## src/rtl/float_mul_round.sv

```systemverilog
// Rounding/packing back end of a single-precision multiplier: a two-stage
// pipeline (normalise, then round-to-nearest-even and pack) with valid/ready flow control.
`timescale 1ns/1ps
module float_mul_round (
    input  logic        clk,
    input  logic        rst,
    input  logic        in_valid,
    output logic        in_ready,
    input  logic        in_sign,
    input  logic [9:0]  in_exp,
    input  logic [47:0] in_mant,
    input  logic        in_nan,
    input  logic        in_inf,
    input  logic        in_zero,
    output logic        out_valid,
    input  logic        out_ready,
    output logic [31:0] result,
    output logic        overflow,
    output logic        underflow,
    output logic        exception
);

    logic               w_adv;
    logic [23:0]        w_s1_m;
    logic               w_s1_g;
    logic               w_s1_s;
    logic signed [9:0]  w_s1_exp;

    logic               r_s1_valid;
    logic               r_s1_sign;
    logic signed [9:0]  r_s1_exp;
    logic [23:0]        r_s1_m;
    logic               r_s1_g;
    logic               r_s1_s;
    logic               r_s1_nan;
    logic               r_s1_inf;
    logic               r_s1_zero;

    logic               w_up;
    logic [24:0]        w_m_rnd;
    logic [22:0]        w_frac;
    logic signed [9:0]  w_exp_fin;
    logic [31:0]        w_res;
    logic               w_ovf;
    logic               w_unf;
    logic               w_exc;

    assign w_adv    = !out_valid || out_ready;
    assign in_ready = w_adv;

    // Product in [2,4) has its leading one at bit 47 and needs a one-place shift.
    always_comb begin
        if (in_mant[47]) begin
            w_s1_m   = in_mant[47:24];
            w_s1_g   = in_mant[23];
            w_s1_s   = |in_mant[22:0];
            w_s1_exp = $signed(in_exp) + 10'sd1;
        end else begin
            w_s1_m   = in_mant[46:23];
            w_s1_g   = in_mant[22];
            w_s1_s   = |in_mant[21:0];
            w_s1_exp = $signed(in_exp);
        end
    end

    always_ff @(posedge clk or posedge rst) begin
        if (rst) begin
            r_s1_valid <= 1'b0;
            r_s1_sign  <= 1'b0;
            r_s1_exp   <= '0;
            r_s1_m     <= '0;
            r_s1_g     <= 1'b0;
            r_s1_s     <= 1'b0;
            r_s1_nan   <= 1'b0;
            r_s1_inf   <= 1'b0;
            r_s1_zero  <= 1'b0;
        end else if (w_adv) begin
            r_s1_valid <= in_valid;
            if (in_valid) begin
                r_s1_sign <= in_sign;
                r_s1_exp  <= w_s1_exp;
                r_s1_m    <= w_s1_m;
                r_s1_g    <= w_s1_g;
                r_s1_s    <= w_s1_s;
                r_s1_nan  <= in_nan;
                r_s1_inf  <= in_inf;
                r_s1_zero <= in_zero;
            end
        end
    end

    assign w_up      = r_s1_g & (r_s1_s | r_s1_m[0]);
    assign w_m_rnd   = {1'b0, r_s1_m} + {24'h0, w_up};
    // A rounding carry renormalises by one place; the fraction then becomes zero.
    assign w_frac    = w_m_rnd[24] ? w_m_rnd[23:1] : w_m_rnd[22:0];
    assign w_exp_fin = r_s1_exp + (w_m_rnd[24] ? 10'sd1 : 10'sd0);

    always_comb begin
        w_res = {r_s1_sign, w_exp_fin[7:0], w_frac};
        w_ovf = 1'b0;
        w_unf = 1'b0;
        w_exc = 1'b0;
        if (r_s1_nan || (r_s1_inf && r_s1_zero)) begin
            w_res = 32'h7FC0_0000;
            w_exc = 1'b1;
        end else if (r_s1_inf) begin
            w_res = {r_s1_sign, 8'hFF, 23'h0};
            w_exc = 1'b1;
        end else if (r_s1_zero) begin
            w_res = {r_s1_sign, 31'h0};
        end else if (w_exp_fin >= 10'sd255) begin
            w_res = {r_s1_sign, 8'hFF, 23'h0};
            w_ovf = 1'b1;
        end else if (w_exp_fin <= 10'sd0) begin
            w_res = {r_s1_sign, 31'h0};
            w_unf = 1'b1;
        end
    end

    always_ff @(posedge clk or posedge rst) begin
        if (rst) begin
            out_valid <= 1'b0;
            result    <= 32'h0;
            overflow  <= 1'b0;
            underflow <= 1'b0;
            exception <= 1'b0;
        end else if (w_adv) begin
            out_valid <= r_s1_valid;
            if (r_s1_valid) begin
                result    <= w_res;
                overflow  <= w_ovf;
                underflow <= w_unf;
                exception <= w_exc;
            end
        end
    end

endmodule

```

## config.mk

```make
export PLATFORM = sky130hd
export DESIGN_NAME = float_mul_round
export DESIGN_NICKNAME = d
export VERILOG_FILES = /design/src/rtl/float_mul_round.sv
export SDC_FILE = /design/constraint.sdc
export NUM_CORES = 1
export LEC_CHECK = 0
export BUFFER_PORTS_ARGS = -buffer_cell sky130_fd_sc_hd__buf_2
export CAP_MARGIN = 20
export CELL_PAD_IN_SITES_DETAIL_PLACEMENT = 0
export CELL_PAD_IN_SITES_GLOBAL_PLACEMENT = 1
export CORE_MARGIN = 3
export CORE_UTILIZATION = 37
export DETAILED_ROUTE_END_ITERATION = 16
export MAX_ROUTING_LAYER = met4
export PLACE_DENSITY_LB_ADDON = 0.08
export SLEW_MARGIN = 5
export SYNTH_ARGS = -nofsm -noshare
export SYNTH_HDL_FRONTEND = slang
export SYNTH_SLANG_ARGS = --single-unit
export TNS_END_PERCENT = 50
```

## constraint.sdc

```tcl
create_clock -name clk -period 3.1 [get_ports clk]
set_input_delay 0.155 -clock clk [delete_from_list [all_inputs] [get_ports clk]]
set_output_delay 0.155 -clock clk [all_outputs]
set_load 0.01 [all_outputs]
```

After elaboration in Yosys (flattened, before gate mapping)
Index checks and enable logic that the tools add are counted.
{ "totals": {"register_bits": 77, "elab_cells": 51, "output_inout_bits": 37, "in_bits": 66} }
{ "classes": {"reduce_logical": 8, "n_addsub": 3, "bitwise": 2, "magnitude_cmp": 2, "mux": 22} }
{ "op_table": {"columns": ["op", "count"], "rows": [
  ["31-bit two-way mux", 4],
  ["32-bit two-way mux", 1],
  ["24-bit by 1-bit adder with 25-bit output", 1],
  ["24-bit two-way mux", 1],
  ["23-bit two-way mux", 1],
  ["23-bit OR reduction", 1],
  ["22-bit OR reduction", 1],
  ["1-bit two-way mux", 14],
  ["10-bit by 2-bit adder with 10-bit output", 1],
  ["10-bit by 2-bit adder with 10-bit output (second input constant)", 1],
  ["10-bit by 9-bit greater-or-equal comparator with 1-bit output (second input constant)", 1],
  ["10-bit by 1-bit less-or-equal comparator with 1-bit output (second input constant)", 1],
  ["10-bit two-way mux", 1],
  ["2-bit AND reduction", 2],
  ["1-bit logical OR", 2],
  ["1-bit AND", 1],
  ["1-bit logical AND", 1],
  ["1-bit zero test", 1],
  ["1-bit OR", 1]
]} }

Logic depth before layout (Yosys ltp)
Gate-level depths: netlist of run 1.
{ "depth": {"depth_word": 11, "depth_mapped": 13, "ltp_nobuf": 11} }

Worst setup path after synthesis of run 1
Ideal clock, no wire load.
{ "synth_timing": {"kind": "reg-to-reg", "start": "reg r_s1_g", "end": "reg result[3]", "required_time_ns": 2.990, "path_slack_ns": -0.042, "path_buffers": 2, "period_less_slack_ns": 3.142, "arrival_ns": 3.032, "setup_time_ns": 0.110, "stages_incl_launch_ff": 14, "cell_sequence": "dfrtp_1 > and2_1 > ha_1 > clkbuf_1 > nand4_1 > nor4_1 > ha_1 > ha_1 > and4_1 > a2111oi_0 > nor3_1 > nor2_1 > buf_2 > o41ai_1"} }
{ "synth_via": {"elab_chain_len": 10, "word_cells_on_any_way": 12, "classes_between": "2 x add/sub; 2 x order compare; 7 x mux; 1 x bitwise"} }
{ "synth_rtl": {"columns": ["element", "line_no", "source"], "rows": [
  ["from (decl)", "33", "logic r_s1_g;"],
  ["from (signal assigned)", "83", "r_s1_g <= w_s1_g;"],
  ["1-bit AND *", "92", "assign w_up = r_s1_g & (r_s1_s | r_s1_m[0]);"],
  ["24-bit by 1-bit adder with 25-bit output *", "93", "assign w_m_rnd = {1'b0, r_s1_m} + {24'h0, w_up};"],
  ["1-bit two-way mux", "96", "assign w_exp_fin = r_s1_exp + (w_m_rnd[24] ? 10'sd1 : 10'sd0);"],
  ["10-bit by 2-bit adder with 10-bit output", "96", null],
  ["10-bit by 1-bit less-or-equal comparator with 1-bit output", "114", "end else if (w_exp_fin <= 10'sd0) begin"],
  ["31-bit two-way mux", "114", null],
  ["31-bit two-way mux *", "111", "end else if (w_exp_fin >= 10'sd255) begin"],
  ["31-bit two-way mux *", "109", "end else if (r_s1_zero) begin"],
  ["31-bit two-way mux *", "106", "end else if (r_s1_inf) begin"],
  ["32-bit two-way mux *", "103", "if (r_s1_nan || (r_s1_inf && r_s1_zero)) begin"],
  ["to (signal assigned)", "130", "result <= w_res;"],
  ["to (decl)", "17", "output logic [31:0] result,"]
]} }
Mark *: on every way between the ends. The rest lies on a longest branch, timed or not.
A chain may end at the register's enable or synchronous reset.

Worst setup path after layout of run 1
{ "layout_timing": {"start": "reg r_s1_m[1]", "end": "reg result[15]"} }
{ "layout_via": {"elab_chain_len": 9, "word_cells_on_any_way": 11, "classes_between": "2 x add/sub; 2 x order compare; 7 x mux"} }
{ "layout_rtl": {"columns": ["element", "line_no", "source"], "rows": [
  ["from (decl)", "32", "logic [23:0] r_s1_m;"],
  ["from (signal assigned)", "82", "r_s1_m <= w_s1_m;"],
  ["24-bit by 1-bit adder with 25-bit output *", "93", null],
  ["1-bit two-way mux", "96", null],
  ["10-bit by 2-bit adder with 10-bit output", "96", null],
  ["10-bit by 1-bit less-or-equal comparator with 1-bit output", "114", null],
  ["31-bit two-way mux", "114", null],
  ["31-bit two-way mux *", "111", null],
  ["31-bit two-way mux *", "109", null],
  ["31-bit two-way mux *", "106", null],
  ["32-bit two-way mux *", "103", null]
]} }
Marked as above.

==> results summary, run 1 <==
Sequential cells account for 39.5% of the total power. The largest buffer count on any clock path is 2. The mapped cell area came out at 4490 um2. The warning count from the yosys run came out at 0. The first global-routing pass estimated 18.9 mm of wire. The critical path in this run is classified as flop to flop.

The total negative slack for setup checks came out at 0 ps. The weighted congestion at the end of routability-driven global placement came out at 0.843. Among all flip-flop cells after synthesis, the most frequent one is sky130_fd_sc_hd__dfrtp_1. The final hold slack came out at 53.5 ps.

The tool flagged a number of max-cap violations equal to 0. The cell area after layout came out at 5950 um2. The area of the die is 13,500 um2. The final number of hold-violating endpoints was 0. For the pin with the worst max-slew slack, the measured transition is 790 ps. The worst setup path is captured at a flop. The mean instance size in the synthesized netlist came out at 9.64 um2. The flop and latch count out of synthesis is 77.

The count of cell types in the netlist came out at 56. For this run, the post-layout net count is 666. The count of buffering cells on the critical path with inverters included is 2. The flow ran to the end, and the final reports show no timing, DRC or antenna violations. The total clock buffers created by CTS is 9. Detailed placement finished with a half-perimeter wire length of 8.92 mm. Dividing the detail-routed via count by the number of cells gives 5.30. The total internal power came out at 0.00223 W.

The source-to-sink clock delay at the later pin of the worst-skew pair is 330 ps. The die is 116 um tall. Net switching is 31.5% of the power. The completed layout was analyzed and its total power is 0.00326 W. The per-cell routed wire length is 16.1 um. For this run, the slowest stage of the critical path takes 430 ps. In this run the cell area measured after placement is 5370 um2. The total net switching power is 0.00103 W. The starting density of the core is 38.5%. On the final layout, the worst clock skew is 5.66 ps. The area share of the leading cell type in the synthesized netlist is 42.9%. The post-route fraction of the period consumed by the critical path came out at 97.5%. The arrival time reported for the critical path endpoint is 3230 ps.

The H-tree level count came out at 3. The routed design has 11.9 mm of wire. TritonCTS built the clock tree. Synthesis handed over a netlist of 466 instances. The via count of the routed design came out at 3,931.

The leakage power is 2.69 nW. The signal on the critical path passes through ha_2 > nand4_1 > nor4_4 > ha_2 > ha_4 > buf_6 > nand4_1 > nor4_2 > nor3_2 > nor2_4 > clkbuf_16 > o41ai_4. The worst pin sits at a relative slew slack of 47.1%. The layout overhead on the synthesized area came out at 32.4%. 103 I/O pins were placed.

The cell class contributing the biggest share of worst-path delay is simple AND/OR/NAND/NOR gates. The remaining antenna violation count after routing is 0. Counting flops per register, the top entry is result.

The worst path needs 3020 ps of the cycle, external delays included. The power per unit of standard cell area is 548 nW/um2. After clock tree synthesis, the clock-pin slew on the worst setup and hold paths is 60 ps.

The largest fanout on the critical path came out at 5. The overall overflow remaining after global route came out at 0. The number of flops mapped to enable cells by yosys came out at 0. When the netlist entered floorplanning its net count stood at 536.

The total inserted antenna cells came out at 0. The slowest stage of the critical path belongs to the cell sky130_fd_sc_hd__dfrtp_1. The max-slew violation count came out at 0. The layout filler cell count is 1,106. Setup repair after global routing could not meet its margin everywhere. The combinational power share came out at 27.1%.

The critical path data required time is 3300 ps. The share of the yosys chip area belonging to registers came out at 42.9%. The floorplan core area came out at 11,700 um2. The number of flip-flops in the largest register came out at 32. The DRC violation total after the first TritonRoute iteration is 166.

In the post-synthesis netlist, the biggest area contributors are sky130_fd_sc_hd__dfrtp_1, sky130_fd_sc_hd__mux2i_1, sky130_fd_sc_hd__nor2_1. The die width came out at 116 um. The largest total area in the synthesized netlist belongs to sky130_fd_sc_hd__dfrtp_1. The first-pass iteration count of the detailed router came out at 5. The largest registers in the layout are result x32, r_s1_m x24, r_s1_exp x10. The tree built by TritonCTS fans out to 77 sinks. The worst setup path is launched from a flop. Based on the critical path, the design can be clocked at up to 331 MHz. The proportion of register bits with asynchronous set or reset after synthesis came out at 100%. The count of endpoints failing setup in the final report came out at 0. The number of global-route vias before repair came out at 3,676. In the routed design, unresolved DRC markers number 0. Cells with a size suffix above 1 make up 35.9% of the layout. The worst ir drop on vdd is 281 uV. The initial antenna violation count was 0. The total of buffers placed on input and output ports came out at 102. The global-route usage over all layers came out at 18.5%. The cell sitting at the root of the clock tree is a sky130_fd_sc_hd__clkbuf_16. The pin count of the biggest net entering global routing is 38. Per report_power, the clock group accounts for 33.4% of the total. The worst hold path belongs to the class input port to flop. The number of core rows is 39.
## cells in the final DEF, fill, tap and decap left out, types with 3 or more instances in the layout
cell type	count
sky130_fd_sc_hd__a21oi_1	36
sky130_fd_sc_hd__a22oi_1	5
sky130_fd_sc_hd__a31oi_1	3
sky130_fd_sc_hd__and2_1	3
sky130_fd_sc_hd__and3_1	5
sky130_fd_sc_hd__and4_1	4
sky130_fd_sc_hd__buf_2	102
sky130_fd_sc_hd__buf_4	42
sky130_fd_sc_hd__clkbuf_16	11
sky130_fd_sc_hd__dfrtp_1	77
sky130_fd_sc_hd__inv_1	6
sky130_fd_sc_hd__mux2_2	4
sky130_fd_sc_hd__mux2i_1	27
sky130_fd_sc_hd__nand2_1	42
sky130_fd_sc_hd__nand2b_1	5
sky130_fd_sc_hd__nand3_1	24
sky130_fd_sc_hd__nand4_1	12
sky130_fd_sc_hd__nor2_1	55
sky130_fd_sc_hd__nor3_1	5
sky130_fd_sc_hd__nor4_1	9
sky130_fd_sc_hd__nor4_4	5
sky130_fd_sc_hd__o21ai_0	6
sky130_fd_sc_hd__o31ai_2	7
sky130_fd_sc_hd__o41ai_2	9
sky130_fd_sc_hd__o41ai_4	4
sky130_fd_sc_hd__xnor2_1	17
sky130_fd_sc_hd__xor2_1	16
## Yosys cell counts, types with 3 or more instances
master / number
sky130_fd_sc_hd__a2111oi_0: 3
sky130_fd_sc_hd__a21oi_1: 36
sky130_fd_sc_hd__a22oi_1: 5
sky130_fd_sc_hd__a31oi_1: 3
sky130_fd_sc_hd__and2_1: 4
sky130_fd_sc_hd__and3_1: 5
sky130_fd_sc_hd__and4_1: 4
sky130_fd_sc_hd__buf_1: 4
sky130_fd_sc_hd__buf_2: 7
sky130_fd_sc_hd__buf_4: 6
sky130_fd_sc_hd__clkbuf_1: 13
sky130_fd_sc_hd__dfrtp_1: 77
sky130_fd_sc_hd__ha_1: 4
sky130_fd_sc_hd__inv_1: 7
sky130_fd_sc_hd__mux2_2: 4
sky130_fd_sc_hd__mux2i_1: 27
sky130_fd_sc_hd__nand2_1: 42
sky130_fd_sc_hd__nand2b_1: 5
sky130_fd_sc_hd__nand3_1: 24
sky130_fd_sc_hd__nand4_1: 12
sky130_fd_sc_hd__nor2_1: 57
sky130_fd_sc_hd__nor3_1: 7
sky130_fd_sc_hd__nor4_1: 11
sky130_fd_sc_hd__nor4_2: 3
sky130_fd_sc_hd__o21ai_0: 6
sky130_fd_sc_hd__o31ai_2: 7
sky130_fd_sc_hd__o41ai_1: 6
sky130_fd_sc_hd__o41ai_2: 8
sky130_fd_sc_hd__or4_1: 3
sky130_fd_sc_hd__xnor2_1: 18
sky130_fd_sc_hd__xor2_1: 16
## cell families (layout without fill, tap and decap cells)
family | count (synthesis) | count (layout) | synth area share (%)
flops | 77 | 77 | 42.9
compound gates | 89 | 89 | 15.3
xor+xnor | 34 | 34 | 6.63
fa+ha+maj | 4 | 4 | 1.11
mux | 31 | 31 | 7.02
simple gates | 192 | 192 | 23.0
buf+inv | 39 | 172 | 4.01
## cell type report
cell class / count / area, um2 / share of cell area (%)
inverters: 7 / 26.3 / 0.442
flip-flops and latches: 77 / 1930 / 32.4
well taps: 143 / 179 / 3.01
repair buffers: 151 / 948 / 15.9
multi-input cells: 350 / 2560 / 43.1
clock buffers: 9 / 225 / 3.79
clock inverters: 5 / 77.6 / 1.30
## through the flow
step | worst slack, ps | std cells | utilization [%]
finish | 76.3 | 742 | 51.0
global route | -72.8 | 742 | 51.0
CTS | 12.4 | 736 | 48.8
detailed placement | 41.0 | 721 | 46.1
global placement | 99.7 | 721 | 46.1
floorplan | 61.8 | 466 | -
## power groups by stage
stage                     clock [W]  combinational [W]  sequential, W
after floorplan                   0           0.000491        0.00131
after global placement            0           0.000839        0.00129
after detailed placement          0           0.000850        0.00130
after CTS                   0.00111           0.000855        0.00128
after global routing        0.00116           0.000983        0.00131
final                       0.00109           0.000883        0.00129
## layer usage
layer,GRT usage (%),vias up,part of all wire (%)
li1,-,1957,-
met5,-,-,0
met1,28.9,1842,53
met2,23.4,121,41
met4,6.03,0,1.5
met3,3.63,11,5.1
## timing repair
action,CTS,global route
hold endpoints to repair,23,0
setup endpoints to repair,0,32
resized for setup,0,27
hold buffers,1,0
buffers inserted,0,3
## final timing paths
check | startpoint | slack (ps) | to | depth (start not counted)
max | r_s1_m[1]$_DFFE_PP0P_ | 80 | result[15]$_DFFE_PP0P_ | 12
min | in_inf | 50 | r_s1_inf$_DFFE_PP0P_ | 2
max reg2reg | r_s1_m[1]$_DFFE_PP0P_ | 80 | result[15]$_DFFE_PP0P_ | 12
min reg2reg | result[6]$_DFFE_PP0P_ | 470 | result[6]$_DFFE_PP0P_ | 2
max in group asynchronous | rst | 1910 | r_s1_exp[3]$_DFFE_PP0P_ | 4
min in group asynchronous | rst | 410 | result[16]$_DFFE_PP0P_ | 3
No activity file was read; power rests on OpenSTA's default activity.
==> run 2, diff against run 1 <==
--- a/config.mk
+++ b/config.mk
@@ -11,10 +11,10 @@
 export CELL_PAD_IN_SITES_GLOBAL_PLACEMENT = 1
 export CORE_MARGIN = 3
 export CORE_UTILIZATION = 37
+export CTS_CLUSTER_SIZE = 24
 export DETAILED_ROUTE_END_ITERATION = 16
 export MAX_ROUTING_LAYER = met4
-export PLACE_DENSITY_LB_ADDON = 0.08
-export SLEW_MARGIN = 5
+export PLACE_DENSITY = 0.87
 export SYNTH_ARGS = -nofsm -noshare
 export SYNTH_HDL_FRONTEND = slang
 export SYNTH_SLANG_ARGS = --single-unit
==> run 2 against run 1 <==
Against the previous run: the flow now finishes with violations (negative hold slack); global-route usage decreased by 0.95 points; utilization decreased by 0.68 points; routed wire length decreased by 0.21%; sequential cell count unchanged; critical endpoint is now result[22]$_DFFE_PP0P_; largest power group unchanged.
==> results summary, run 2 (synthesis gave the netlist of run 1 again) <==
The slew at the pin with the worst max-slew slack is 841 ps (was 790 ps). The largest buffer count on any clock path came out at 2 (unchanged). The clock tree from TritonCTS is done (unchanged).

The leakage power is 2.65 nW (was 2.69 nW). The count of endpoints failing setup in the final report is 0 (unchanged). The critical path start-end classification is flop to flop (unchanged). The arrival time reported for the critical path endpoint was 3260 ps (was 3230 ps).

The final net count was 657 (was 666). The remaining antenna violation count after routing is 0 (unchanged). The total internal power is 0.00225 W (was 0.00223 W). The worst ir drop on vdd is 334 uV (was 281 uV). The final reports fail on negative hold slack. The overall routed net length is 11.9 mm (about the same).

The relative slew slack came out at 43.8% (was 47.1%). The total net switching power came out at 0.00103 W (about the same). The final number of hold-violating endpoints is 23 (was 0). The cell area after layout is 5870 um2 (was 5950 um2). The via count of the routed design is 3,979 (was 3,931).

The DRC violation total after the first TritonRoute iteration is 185 (was 166). The final HPWL from detailed placement came to 8.88 mm (was 8.92 mm). The worst slack at placement was -5.99 ps (was 41.0 ps). The cell chosen for the clock root is sky130_fd_sc_hd__clkbuf_16 (unchanged). The sequential cell fraction of total power came out at 39.6% (was 39.5%). The portion of total power attributed to the clock network came to 34.6% (was 33.4%). The residual DRC count is 0 (unchanged). The die boundary height was 116 um (unchanged). The final hold slack came out at -19.4 ps (was 53.5 ps). The combinational power share came out at 25.8% (was 27.1%). The area of the die is 13,500 um2 (unchanged).

The setup slack after layout came out at 75.7 ps (was 76.3 ps). The layout overhead on the synthesized area came out at 30.6% (was 32.4%). The total inserted antenna cells came out at 0 (unchanged).

The number of flip-flops in the largest register is 32 (unchanged). Critical-path cell list: and2_4 > ha_2 > nand4_1 > nor4_2 > ha_2 > nand3_2 > o31a_1 > nor3_2 > or4b_1 > o41ai_4 (was ha_2 > nand4_1 > nor4_4 > ha_2 > ha_4 > buf_6 > nand4_1 > nor4_2 > nor3_2 > nor2_4 > clkbuf_16 > o41ai_4). Run status: finished, violations left (was complete, no violations). The sort of element at the end of the critical path is a flop (unchanged). The placed cell area came out at 5320 um2 (was 5370 um2). The die width came out at 116 um (unchanged). The per-cell routed wire length is 16.2 um (was 16.1 um).

Among the stages of the critical path, the cell type that occurs most often is sky130_fd_sc_hd__ha_2. The floorplan core area is 11,700 um2 (unchanged). The pin count of the biggest net entering global routing came out at 42 (was 38).

The critical path data required time came out at 3330 ps (was 3300 ps). The ratio of cells with drive above 1 in the final layout is 34.8% (was 35.9%). The via density per instance was 5.41 (was 5.30). Registers with the most flip-flops: result x32, r_s1_m x24, r_s1_exp x10 (unchanged). The post-route fraction of the period consumed by the critical path came out at 97.6% (was 97.5%). The capturing point of the worst reg2reg path was result[22]$_DFFE_PP0P_ (was result[15]$_DFFE_PP0P_). The slowest library cell on the worst path was sky130_fd_sc_hd__or4b_1 (was sky130_fd_sc_hd__dfrtp_1). The number of core rows is 39 (unchanged). The leading cell type in the layout, fill and taps excluded is sky130_fd_sc_hd__buf_2 (unchanged). The global-route wire length before repair came out at 18.1 mm (was 18.9 mm). The total of buffers placed on input and output ports is 102 (unchanged).

The clock period minus worst slack is 3020 ps (about the same). The launching element type of the critical path was a flop (unchanged). The total clock buffers created by CTS is 9 (unchanged). The initial antenna violation count came out at 0 (unchanged). The starting density of the core came to 38.5% (unchanged).

The largest fanout on the critical path came to 4 (was 5). The stage delay of the slowest cell on the critical path is 550 ps (was 430 ps). The slack of the worst reg-to-reg path came out at 80 ps (about the same).

The count of non-filler cells in the finished layout is 735 (was 742). The max-slew violation count is 0 (unchanged). The number of global-route vias before repair came out at 3,683 (was 3,676).

The power per unit of standard cell area is 558 nW/um2 (was 548 nW/um2). The overall overflow remaining after global route is 0 (unchanged). The H-tree level count is 3 (unchanged). The top-level port count is 103 (unchanged). The global-route usage over all layers came out at 17.5% (was 18.5%). Most frequent cells in the layout: sky130_fd_sc_hd__buf_2, sky130_fd_sc_hd__dfrtp_1, sky130_fd_sc_hd__nor2_1 (unchanged). The sink count of the clock tree is 77 (unchanged). The first-pass iteration count of the detailed router came out at 4 (was 5). The source-to-sink clock delay at the later pin of the worst-skew pair came out at 340 ps (was 330 ps). The switching share of power came to 31.3% (was 31.5%). The register ranked first by flip-flop count is result (unchanged).

The class of the most critical hold timing path is input port to asynchronous set/reset pin (was input port to flop). The clock transition at the registers of the reported paths was 60 ps (about the same). The weighted congestion at the end of routability-driven global placement was 0.876 (was 0.843). The maximum achievable frequency is 331 MHz (about the same). The startpoint of the lowest-slack register-to-register path is r_s1_g$_DFFE_PP0P_ (was r_s1_m[1]$_DFFE_PP0P_).

The number of maximum-capacitance violations is 0 (unchanged). The largest clock skew in the final design was 6.12 ps (was 5.66 ps). The total placed cells including tap cells is 712 (was 721). The worst-case reg-to-reg path depth is 10 (was 12).
[run 2: per-stage QoR]
stage                     total power (W)  util [%]  TNS, ps  hold slack [ps]
final                             0.00327      50.3        0            -19.4
after global routing              0.00345      50.3     -558             37.2
after CTS                         0.00326      48.4        0             13.9
after detailed placement          0.00212      45.6    -11.0              383
after global placement            0.00209      45.6        0              362
after floorplan                   0.00180         -        0              272
[run 2: worst max-delay path by stage]
stage | from | endpoint | slack, ps | cells past startpoint
5_1_grt | r_s1_g$_DFFE_PP0P_ | result[1]$_DFFE_PP0P_ | -80 | 13
4_1_cts | r_s1_m[7]$_DFFE_PP0P_ | result[3]$_DFFE_PP0P_ | 3 | 12
3_5_place_dp | r_s1_m[7]$_DFFE_PP0P_ | result[7]$_DFFE_PP0P_ | -6 | 12
6_report | r_s1_g$_DFFE_PP0P_ | result[22]$_DFFE_PP0P_ | 80 | 10
2_1_floorplan | r_s1_m[6]$_DFFE_PP0P_ | result[3]$_DFFE_PP0P_ | 60 | 13
3_3_place_gp | r_s1_m[7]$_DFFE_PP0P_ | result[7]$_DFFE_PP0P_ | 130 | 12
[run 2: metal layers]
layer	vias to the layer above	global-route usage, %	part of all wire, %
met5	-	-	0
met1	1894	24.0	46
met3	22	4.20	5.9
li1	1944	-	-
met4	0	6.96	2.3
met2	119	25.0	46
[run 2: critical path: cells and delay by family, from the launching register on]
kind | cells | cell delay, ps
compound gates | 2 | 670
fa+ha+maj | 2 | 430
flops | 1 | 350
simple gates | 6 | 1450
[run 2: power groups by stage]
stage | Clock, W | Combinational (W) | Sequential (W)
final | 0.00113 | 0.000844 | 0.00130
after CTS | 0.00115 | 0.000819 | 0.00129
after floorplan | 0 | 0.000491 | 0.00131
after global placement | 0 | 0.000793 | 0.00130
after global routing | 0.00120 | 0.000930 | 0.00132
after detailed placement | 0 | 0.000813 | 0.00131
[run 2: final cells by class]
class | instances | area (um2)
Tap cell | 143 | 179
Fill cell | 1082 | 5790
Timing Repair Buffer | 142 | 908
Inverter | 7 | 26.3
Sequential cell | 77 | 1930
Clock inverter | 6 | 86.3
Multi-Input combinational cell | 350 | 2500
Clock buffer | 10 | 239
[run 2: repair_timing]
| item | in CTS | in global routing |
|---|---|---|
| endpoints found under the setup margin | 2 | 32 |
| buffers inserted | 0 | 5 |
| pin swaps | 0 | 9 |
| cloned | 0 | 2 |
| hold buffers | 0 | 0 |
| resized for setup | 1 | 17 |
==> run 3, diff against run 2 <==
--- a/config.mk
+++ b/config.mk
@@ -9,6 +9,7 @@
 export CAP_MARGIN = 20
 export CELL_PAD_IN_SITES_DETAIL_PLACEMENT = 0
 export CELL_PAD_IN_SITES_GLOBAL_PLACEMENT = 1
+export CORE_ASPECT_RATIO = 1.2
 export CORE_MARGIN = 3
 export CORE_UTILIZATION = 37
 export CTS_CLUSTER_SIZE = 24
==> run 3 against run 2 <==
Against the previous run: the run now ends clean; setup slack better by 79 ps; critical path type unchanged; clock-buffer cell count unchanged; die area hardly changed; total power increased by 4.6%; critical path depth unchanged.
==> results summary, run 3 (synthesis gave the netlist of run 1 again) <==
The worst ir drop on vdd is 216 uV (was 334 uV). The largest buffer count on any clock path is 2 (unchanged). The critical path start-end classification is flop to flop (unchanged). The leakage power came out at 2.65 nW (about the same). The final number of hold-violating endpoints came out at 0 (was 23). Most frequent cells in the layout: sky130_fd_sc_hd__buf_2, sky130_fd_sc_hd__dfrtp_1, sky130_fd_sc_hd__nor2_1 (unchanged). The total inserted antenna cells came out at 0 (unchanged). The die width came out at 107 um (was 116 um).

The leading cell type in the layout, fill and taps excluded is sky130_fd_sc_hd__buf_2 (unchanged). The number of maximum-capacitance violations is 0 (unchanged). The sort of element at the end of the critical path is a flop (unchanged). The residual DRC count came out at 0 (unchanged).

The worst-case reg-to-reg path depth is 10 (unchanged). The overall overflow remaining after global route is 0 (unchanged). The power per unit of standard cell area came out at 587 nW/um2 (was 558 nW/um2).

The number of global-route vias before repair came out at 3,800 (was 3,683). The final net count was 657 (unchanged). The DRC violation total after the first TritonRoute iteration came out at 181 (was 185). The overall power of the completed layout is 0.00342 W (was 0.00327 W). The cell chosen for the clock root is sky130_fd_sc_hd__clkbuf_16 (unchanged). The global-route usage over all layers came to 17.5% (about the same). The startpoint of the lowest-slack register-to-register path is r_s1_g$_DFFE_PP0P_ (unchanged). The largest fanout on the critical path is 4 (unchanged). The slowest library cell on the worst path is sky130_fd_sc_hd__or4b_1 (unchanged). The top-level port count is 103 (unchanged). The total placed cells including tap cells came to 729 (was 712). The slack of the worst reg-to-reg path came out at 160 ps (was 80 ps).

The total of buffers placed on input and output ports is 102 (unchanged). Run status: complete, no violations (was finished, violations left). The number of core rows came to 43 (was 39). The clock period minus worst slack came out at 2940 ps (was 3020 ps). The floorplan core area was 11,700 um2 (about the same). The most frequent cell on the critical path is sky130_fd_sc_hd__ha_2 (unchanged).

The class of the most critical hold timing path was input port to flop (was input port to asynchronous set/reset pin). The slew at the pin with the worst max-slew slack came out at 815 ps (was 841 ps). The critical path data required time is 3330 ps (about the same). The register ranked first by flip-flop count was result (unchanged). The initial antenna violation count came out at 0 (unchanged). The layout overhead on the synthesized area is 30.0% (was 30.6%). The first-pass iteration count of the detailed router is 5 (was 4). Critical-path cell list: and2_4 > ha_2 > nand4_1 > nor4_2 > ha_2 > nand3_2 > o31a_1 > nor3_1 > or4b_1 > o41ai_2 (was and2_4 > ha_2 > nand4_1 > nor4_2 > ha_2 > nand3_2 > o31a_1 > nor3_2 > or4b_1 > o41ai_4). The post-route fraction of the period consumed by the critical path came to 95.0% (was 97.6%). The weighted congestion at the end of routability-driven global placement is 0.848 (was 0.876). The count of endpoints failing setup in the final report came out at 0 (unchanged). The starting density of the core came out at 38.3% (was 38.5%).

The area of the die came out at 13,500 um2 (about the same). Along the worst hold path, the cell count comes to 2. The clock transition at the registers of the reported paths came out at 60 ps (about the same). The final HPWL from detailed placement is 8.75 mm (was 8.88 mm). Registers with the most flip-flops: result x32, r_s1_m x24, r_s1_exp x10 (unchanged). In this run the most critical hold path is launched from in_nan. The maximum achievable frequency came out at 340 MHz (was 331 MHz). The ratio of cells with drive above 1 in the final layout is 34.3% (was 34.8%). The sink count of the clock tree is 77 (unchanged). The source-to-sink clock delay at the later pin of the worst-skew pair is 330 ps (was 340 ps). The capturing point of the worst reg2reg path is result[22]$_DFFE_PP0P_ (unchanged). The arrival time reported for the critical path endpoint came to 3180 ps (was 3260 ps). The die boundary height came out at 127 um (was 116 um). The clock tree from TritonCTS was done (unchanged). The stage delay of the slowest cell on the critical path is 480 ps (was 550 ps).

The via count of the routed design came out at 3,928 (was 3,979). The pin count of the biggest net entering global routing is 53 (was 42). The H-tree level count came out at 3 (unchanged).

The total clock buffers created by CTS is 9 (unchanged). The remaining antenna violation count after routing came out at 0 (unchanged). The per-cell routed wire length was 15.2 um (was 16.2 um). The global-route wire length before repair came out at 18.6 mm (was 18.1 mm).

The count of non-filler cells in the finished layout came out at 749 (was 735). The max-slew violation count came out at 0 (unchanged). The largest clock skew in the final design is 3.90 ps (was 6.12 ps).

The number of flip-flops in the largest register is 32 (unchanged). For hold timing, the worst endpoint is r_s1_nan$_DFFE_PP0P_. The launching element type of the critical path is a flop (unchanged).

The via density per instance is 5.24 (was 5.41). The overall routed net length was 11.3 mm (was 11.9 mm). The relative slew slack came out at 45.7% (was 43.8%).
## run 3: changes by cell type in the layout (fill, tap and decap cells not counted), moves of 2 or more
cell / delta
sky130_fd_sc_hd__nor3_1: +2
sky130_fd_sc_hd__buf_4: +2
sky130_fd_sc_hd__nor3_2: -2
sky130_fd_sc_hd__clkbuf_16: -2
sky130_fd_sc_hd__o41ai_1: +2
sky130_fd_sc_hd__o41ai_4: -3
sky130_fd_sc_hd__bufinv_16: +2
## run 3: critical path, delay by kind of cell, from the launching register on
| kind | cells | cell delay (ps) |
|---|---|---|
| AOI/OAI and AO/OA | 2 | 620 |
| and+or+nand+nor | 6 | 1430 |
| adders and majority gates | 2 | 430 |
| DFF | 1 | 350 |
## run 3: through the flow
| step | setup TNS, ps | hold slack [ps] | util [%] | area (um2) | setup slack, ps |
|---|---|---|---|---|---|
| finish | 0 | 60.8 | 49.8 | 5840 | 155 |
| global route | -52.2 | 54.5 | 49.8 | 5840 | -19.0 |
| CTS | 0 | 50.2 | 48.9 | 5730 | 9.90 |
| floorplan | 0 | 272 | - | 4490 | 61.8 |
| global placement | 0 | 389 | 45.7 | 5360 | 87.0 |
| detailed placement | 0 | 399 | 45.7 | 5360 | 37.7 |
## run 3: metal layers
layer / vias up / routed length [um] / global-route usage, %
met5: - / 0 / -
met1: 1869 / 5400 / 23.8
met2: 109 / 5310 / 27.0
met4: 0 / 162 / 5.64
li1: 1937 / - / -
met3: 13 / 478 / 2.65
## run 3: worst max path at each step
stage,startpoint,endpoint,slack [ps],cells after the start
floorplan,r_s1_m[6]$_DFFE_PP0P_,result[3]$_DFFE_PP0P_,60,13
global placement,r_s1_m[7]$_DFFE_PP0P_,result[7]$_DFFE_PP0P_,90,12
detailed placement,r_s1_m[7]$_DFFE_PP0P_,result[7]$_DFFE_PP0P_,40,12
CTS,r_s1_m[7]$_DFFE_PP0P_,result[7]$_DFFE_PP0P_,10,12
global route,r_s1_g$_DFFE_PP0P_,result[16]$_DFFE_PP0P_,-20,13
finish,r_s1_g$_DFFE_PP0P_,result[22]$_DFFE_PP0P_,160,10
## run 3: where the power goes
part / internal, W / switching (W) / total, W
Combinational: 0.000373 / 0.000463 / 0.000835
Clock: 0.000889 / 0.000403 / 0.00129
Sequential: 0.00115 / 0.000145 / 0.00130
Total: 0.00241 / 0.00101 / 0.00342
## run 3: area by class of cell
| class | instances | area [um2] |
|---|---|---|
| clock buffers | 10 | 239 |
| clock inverters | 6 | 134 |
| fillers | 1114 | 5890 |
| inverters | 7 | 26.3 |
| multi-input cells | 350 | 2450 |
| flip-flops and latches | 77 | 1930 |
| well taps | 157 | 196 |
| repair buffers | 142 | 863 |
## run 3: repair_timing
item                                   CTS  global route
setup endpoints to repair                0            25
endpoints found under the hold margin    0            11
gates resized for setup                  0            13
hold buffers                             0             1
buffers inserted                         0             2
